$ cat config.mk
export PLATFORM = sky130hd
export DESIGN_NAME = stump_mem_responder
export DESIGN_NICKNAME = d
export VERILOG_FILES = /design/src/rtl/stump_mem_responder_pkg.sv /design/src/rtl/stump_mem_responder_sync2.sv /design/src/rtl/stump_mem_responder.sv
export SDC_FILE = /design/constraint.sdc
export NUM_CORES = 1
export LEC_CHECK = 0
export CORE_MARGIN = 2
export CORE_UTILIZATION = 38
export DETAILED_ROUTE_END_ITERATION = 7
export PLACE_DENSITY = 0.8
export SYNTH_ARGS = -nofsm -noshare
export SYNTH_HDL_FRONTEND = slang
export SYNTH_HIERARCHICAL = 1
export SYNTH_SLANG_ARGS = --single-unit
$ cat constraint.sdc
create_clock -name clk -period 1.6 [get_ports clk]
set_input_delay 0.32 -clock clk [delete_from_list [all_inputs] [get_ports clk]]
set_output_delay 0.32 -clock clk [all_outputs]
set_load 0.01 [all_outputs]
$ cat src/rtl/stump_mem_responder_pkg.sv
// Shared definitions for the Stump memory responder:
// FSM state encoding, I/O page map and the wait-state limit.
package stump_mem_pkg;

  localparam logic [2:0] S_IDLE    = 3'd0;
  localparam logic [2:0] S_ACCESS  = 3'd1;
  localparam logic [2:0] S_CAPTURE = 3'd2;
  localparam logic [2:0] S_WAIT    = 3'd3;
  localparam logic [2:0] S_DONE    = 3'd4;

  localparam logic [7:0]  IO_PAGE = 8'hFF;
  localparam logic [15:0] IO_SW   = 16'hFFF0;
  localparam logic [15:0] IO_LED  = 16'hFFF1;

  localparam int unsigned WAIT_MAX = 7;

  function automatic logic is_io(input logic [15:0] a);
    return a[15:8] == IO_PAGE;
  endfunction

endpackage

$ cat src/rtl/stump_mem_responder_sync2.sv
// Two-flop synchronizer for the 16-bit switch port.
// Ports: clk, rst (sync, active-high), d (async in), q (synced out).
module stump_sync2 (
  input  logic        clk,
  input  logic        rst,
  input  logic [15:0] d,
  output logic [15:0] q
);

  logic [15:0] s1_q, s1_d;
  logic [15:0] s2_q, s2_d;

  always_comb begin
    s1_d = d;
    s2_d = s1_q;
  end

  always_ff @(posedge clk) begin
    if (rst) begin
      s1_q <= '0;
      s2_q <= '0;
    end else begin
      s1_q <= s1_d;
      s2_q <= s2_d;
    end
  end

  assign q = s2_q;

endmodule

$ cat src/rtl/stump_mem_responder.sv
// Stump memory responder: strobes in, sync RAM out, ready pulse back.
// Ports: clk/rst, mem_ren/mem_wen/address/data_out from the core,
// data_in/mem_ready to the core, ram_* to the RAM, sw_in/led_out
// for the I/O page (STUMP_MEM_IO_EN), err is a sticky protocol flag.
module stump_mem_responder
  import stump_mem_pkg::*;
#(
  parameter int unsigned WAIT_STATES = 0
) (
  input  logic        clk,
  input  logic        rst,
  input  logic        mem_ren,
  input  logic        mem_wen,
  input  logic [15:0] address,
  input  logic [15:0] data_out,
  output logic [15:0] data_in,
  output logic        mem_ready,
  output logic [15:0] ram_addr,
  output logic [15:0] ram_wdata,
  output logic        ram_re,
  output logic        ram_we,
  input  logic [15:0] ram_rdata,
  input  logic [15:0] sw_in,
  output logic [15:0] led_out,
  output logic        err
);

  localparam logic [2:0] WS =
    (WAIT_STATES > WAIT_MAX) ? 3'(WAIT_MAX) : 3'(WAIT_STATES);

  logic [2:0]  state_q, state_d;
  logic        we_q, we_d;
  logic [15:0] addr_q, addr_d;
  logic [15:0] wdata_q, wdata_d;
  logic [15:0] rdata_q, rdata_d;
  logic        ready_q, ready_d;
  logic [2:0]  cnt_q, cnt_d;
  logic        err_q, err_d;
  logic        io_acc;
  logic [15:0] io_rdata;

`ifdef STUMP_MEM_IO_EN
  logic [15:0] sw_sync;
  logic [15:0] led_q, led_d;

  stump_sync2 u_sync (
    .clk (clk),
    .rst (rst),
    .d   (sw_in),
    .q   (sw_sync)
  );

  assign io_acc = is_io(addr_q);

  always_comb begin
    io_rdata = '0;
    if (addr_q == IO_SW)
      io_rdata = sw_sync;
    else if (addr_q == IO_LED)
      io_rdata = led_q;
  end

  always_comb begin
    led_d = led_q;
    if (state_q == S_ACCESS && we_q && addr_q == IO_LED)
      led_d = wdata_q;
  end

  always_ff @(posedge clk) begin
    if (rst) led_q <= '0;
    else     led_q <= led_d;
  end

  assign led_out = led_q;
`else
  logic unused_sw;
  assign unused_sw = ^sw_in;
  assign io_acc    = 1'b0;
  assign io_rdata  = '0;
  assign led_out   = '0;
`endif

  // next-state
  always_comb begin
    state_d = state_q;
    case (state_q)
      S_IDLE:    if (mem_ren | mem_wen) state_d = S_ACCESS;
      S_ACCESS:  state_d = S_CAPTURE;
      S_CAPTURE: state_d = (WS != 3'd0) ? S_WAIT : S_DONE;
      S_WAIT:    if (cnt_q <= 3'd1) state_d = S_DONE;
      S_DONE:    state_d = S_IDLE;
      default:   state_d = S_IDLE;
    endcase
  end

  // datapath / registered outputs
  always_comb begin
    we_d    = we_q;
    addr_d  = addr_q;
    wdata_d = wdata_q;
    rdata_d = rdata_q;
    cnt_d   = cnt_q;
    err_d   = err_q;
    ready_d = (state_d == S_DONE);
    case (state_q)
      S_IDLE: begin
        if (mem_ren | mem_wen) begin
          // both strobes: treated as a write
          we_d    = mem_wen;
          addr_d  = address;
          wdata_d = data_out;
          if (mem_ren & mem_wen) err_d = 1'b1;
        end
      end
      S_CAPTURE: begin
        if (!we_q) rdata_d = io_acc ? io_rdata : ram_rdata;
        cnt_d = WS;
      end
      S_WAIT:  cnt_d = cnt_q - 3'd1;
      default: ;
    endcase
  end

  always_ff @(posedge clk) begin
    if (rst) begin
      state_q <= S_IDLE;
      we_q    <= 1'b0;
      addr_q  <= '0;
      wdata_q <= '0;
      rdata_q <= '0;
      ready_q <= 1'b0;
      cnt_q   <= '0;
      err_q   <= 1'b0;
    end else begin
      state_q <= state_d;
      we_q    <= we_d;
      addr_q  <= addr_d;
      wdata_q <= wdata_d;
      rdata_q <= rdata_d;
      ready_q <= ready_d;
      cnt_q   <= cnt_d;
      err_q   <= err_d;
    end
  end

  // rst gates the strobes so an ACCESS cut by reset never commits
  assign ram_re = (state_q == S_ACCESS) & ~we_q & ~io_acc & ~rst;
  assign ram_we = (state_q == S_ACCESS) &  we_q & ~io_acc & ~rst;

  assign data_in   = rdata_q;
  assign mem_ready = ready_q;
  assign ram_addr  = addr_q;
  assign ram_wdata = wdata_q;
  assign err       = err_q;

endmodule

==> metrics.txt <==
CTS root buf clkbuf_8; total grt overflow 0; HPWL after DPL 3.964 mm; die area slightly below 7000 um^2; Lkg Pwr ~1.5 nW; first-pass GRT wire length ~9.2 mm; diode count 0; warnings from Yosys 6; Buf+Inv Stages, Crit Path 1; main combinational cell family by area after synthesis simple AND/OR/NAND/NOR gates; critical path launch point ram_addr[6]$_SDFFE_PP0P_; Fin. Hold Viols 0; status completed; Core Rows 28; Die Y-Extent 83.45 um; post-synthesis xor/xnor area fraction 0; syn avg cell area 8.754 um^2; pwr/cell area between 900 and 1000 nW/um^2; Layout area overhead 53.00%; area share of the largest cell type after synthesis 0.4757; Reg-to-Reg End data_in[3]$_SDFFE_PP0P_; mapped cell area 2399 um^2; Final nets 451; worst clock skew ~0.0055 ns; Hold Path Class reg2reg; IR drop worst, VDD about 0.49 mV; Vias/cell 4.588; drt pass-1 iters 4; family with the most delay on the worst path buffers and inverters; worst-skew pair later-pin latency 0.32 ns; worst reg2reg setup slack 0.12 ns; most frequent cell after synthesis nand2_1; pre-CTS WS -0.4675 ns; GRT Overall Usage 0.1602; RSZ-0062 raised after global routing no; hold wc startpoint data_in[6]$_SDFFE_PP0P_; post-synthesis mux area share 0.1377; Cell Chain, Critical Path clkdlybuf4s50_1; Detailed Route WL 5.435 mm; top_reg_cell synth dfxtp_1; R2R depth 5; Synth Instances between 200 and 300; simple-gate area share of the yosys netlist 0.2019; Core Region 6026 um^2; GPL Wtd Cong roughly 0.75; crit path launch type flip-flop; Crit path required time 1.28 ns; Hold-fix buffers, CTS 0; post-synthesis sequential area ratio 0.4757; total net switching power about 900 uW; IO Port Bufs 103; DR vias 2,115; P_int 2.707 mW; post-synth cell types 31; fin. max-slew vios 0; share of layout cells above drive strength 1 0.09845; Final Setup Violations 0; leading area contributor after synthesis dfxtp_1; Max-Cap Viols 0; drt initial violations 38; Sw Share 0.2496; die span in x about 83 um; H-tree levels 3; Tot Pwr 3.608 mW; Crit Path Class reg2out; Max stage delay on crit path 0.55 ns; Hold Path Sink data_in[6]$_SDFFE_PP0P_; FMAX ~650 MHz; Initial Util 0.3980; number of synthesized flops with an enable pin 0; Reg clk slew, reported paths ~0.060 ns; RR Startpoint we_q$_SDFFE_PP0P_; worst hold path stage count 2; crit path time final about 1.5 ns; initial antenna violation count 0; WL/cell 11.79 um; CTS tree yes; Setup WS post-layout 0.06914 ns; Post-synth top cells nand2_1, dfxtp_1, mux2i_1; Seq pwr share 0.441; Clock Tree Buf Depth 2; slowest CP cell clkdlybuf4s50_1; clock share of power 0.346; top post-synthesis cells by area dfxtp_1, nand2_1, mux2i_1, buf_4, a21oi_1; clock sink total 57; # IOs 136; total CTS buffers 9; Async SR Flop Fraction 0; critical path fanouts, max 2; number of global-route vias before repair 2,040; Synth Area in Adders 0.01043; logic gate share of total power 0.213; Synth Area in Compound Gates 0.06781; #FFs+latches synth 57; largest net degree at the start of global routing 52; Tcrit/Tclk final 0.9568; drt drc 0; Routed Antenna Nets 0; arrival time worst endpoint 1.21 ns; Setup crit end kind output port
[per-layer routing]
layer  GRT usage  wire [um]
met3     0.06163        547
met2      0.2603       2509
met5           0          0
met4     0.07918         83
met1      0.1843       2295
[kinds of logic (layout without fill, tap and decap cells)]
family,count (synthesis),count (layout)
adder cells (fa/ha/maj),2,2
buffers and inverters,39,136
multiplexers,33,33
flip-flops,57,57
AND/OR/NAND/NOR,114,114
other,1,16
AO/OA/AOI/OAI,28,28
[state kept, by name, indices dropped and copies added (netlist names)]
register   cells
cnt_q          3
data_in       16
err            1
mem_ready      1
ram_addr      16
ram_wdata     16
state_q        3
we_q           1
[area by class of cell]
cell class,instances,area (um^2)
clock inverters,2,10.01
inverters,5,18.77
well taps,75,93.84
repair buffers,115,1147
clock buffers,14,182.7
fillers,544,2356
multi-input cells,193,1076
flip-flops and latches,57,1141
[metrics by stage]
| step | area [um^2] | instances | TNS [ns] | util | hold slack (ns) |
|---|---|---|---|---|---|
| after detailed placement | 3476 | 445 | -5.322 | 0.5768 | 0.4466 |
| after floorplan | 2455 | 289 | 0 | - | 0.4448 |
| after global placement | 3476 | 445 | -4.561 | 0.5768 | 0.4410 |
| final | 3670 | 461 | 0 | 0.6090 | 0.4539 |
| after global routing | 3670 | 461 | 0 | 0.6090 | 0.4687 |
| after CTS | 3670 | 461 | 0 | 0.6090 | 0.4556 |
[worst max path at each step]
stage                                         end  cells past startpoint
final                                 ram_addr[6]                      1
after global routing                 ram_wdata[4]                      1
after CTS                            ram_wdata[3]                      1
after detailed placement                   ram_we                      5
after global placement                     ram_we                      5
after floorplan           data_in[4]$_SDFFE_PP0P_                      6
[layout by cell type (no fill, tap or decap), types with 2 or more instances in the layout]
cell	count
clkdlybuf4s50_1	100
nand2_1	98
dfxtp_1	57
mux2i_1	33
a21oi_1	19
conb_1	16
clkbuf_8	13
buf_4	9
inv_1	4
nor2_1	4
buf_12	3
nor3_2	2
o21ai_0	2
a211oi_1	2
ha_1	2
clkinv_2	2
buf_2	2
[timing repair]
item | CTS | global route
gates resized for setup | 12 | 0
buffers inserted | 0 | 0
setup endpoints to repair | 2 | 0
[power by group through the flow]
| stage | clock network [mW] | logic (mW) | registers (mW) |
|---|---|---|---|
| after detailed placement | 0 | 0.777 | 1.62 |
| after CTS | 1.31 | 0.779 | 1.59 |
| after global placement | 0 | 0.766 | 1.62 |
| final | 1.25 | 0.768 | 1.59 |
| after global routing | 1.36 | 0.830 | 1.61 |
| after floorplan | 0 | 0.354 | 1.67 |
Note: power is estimated with default switching activity, not from simulation.
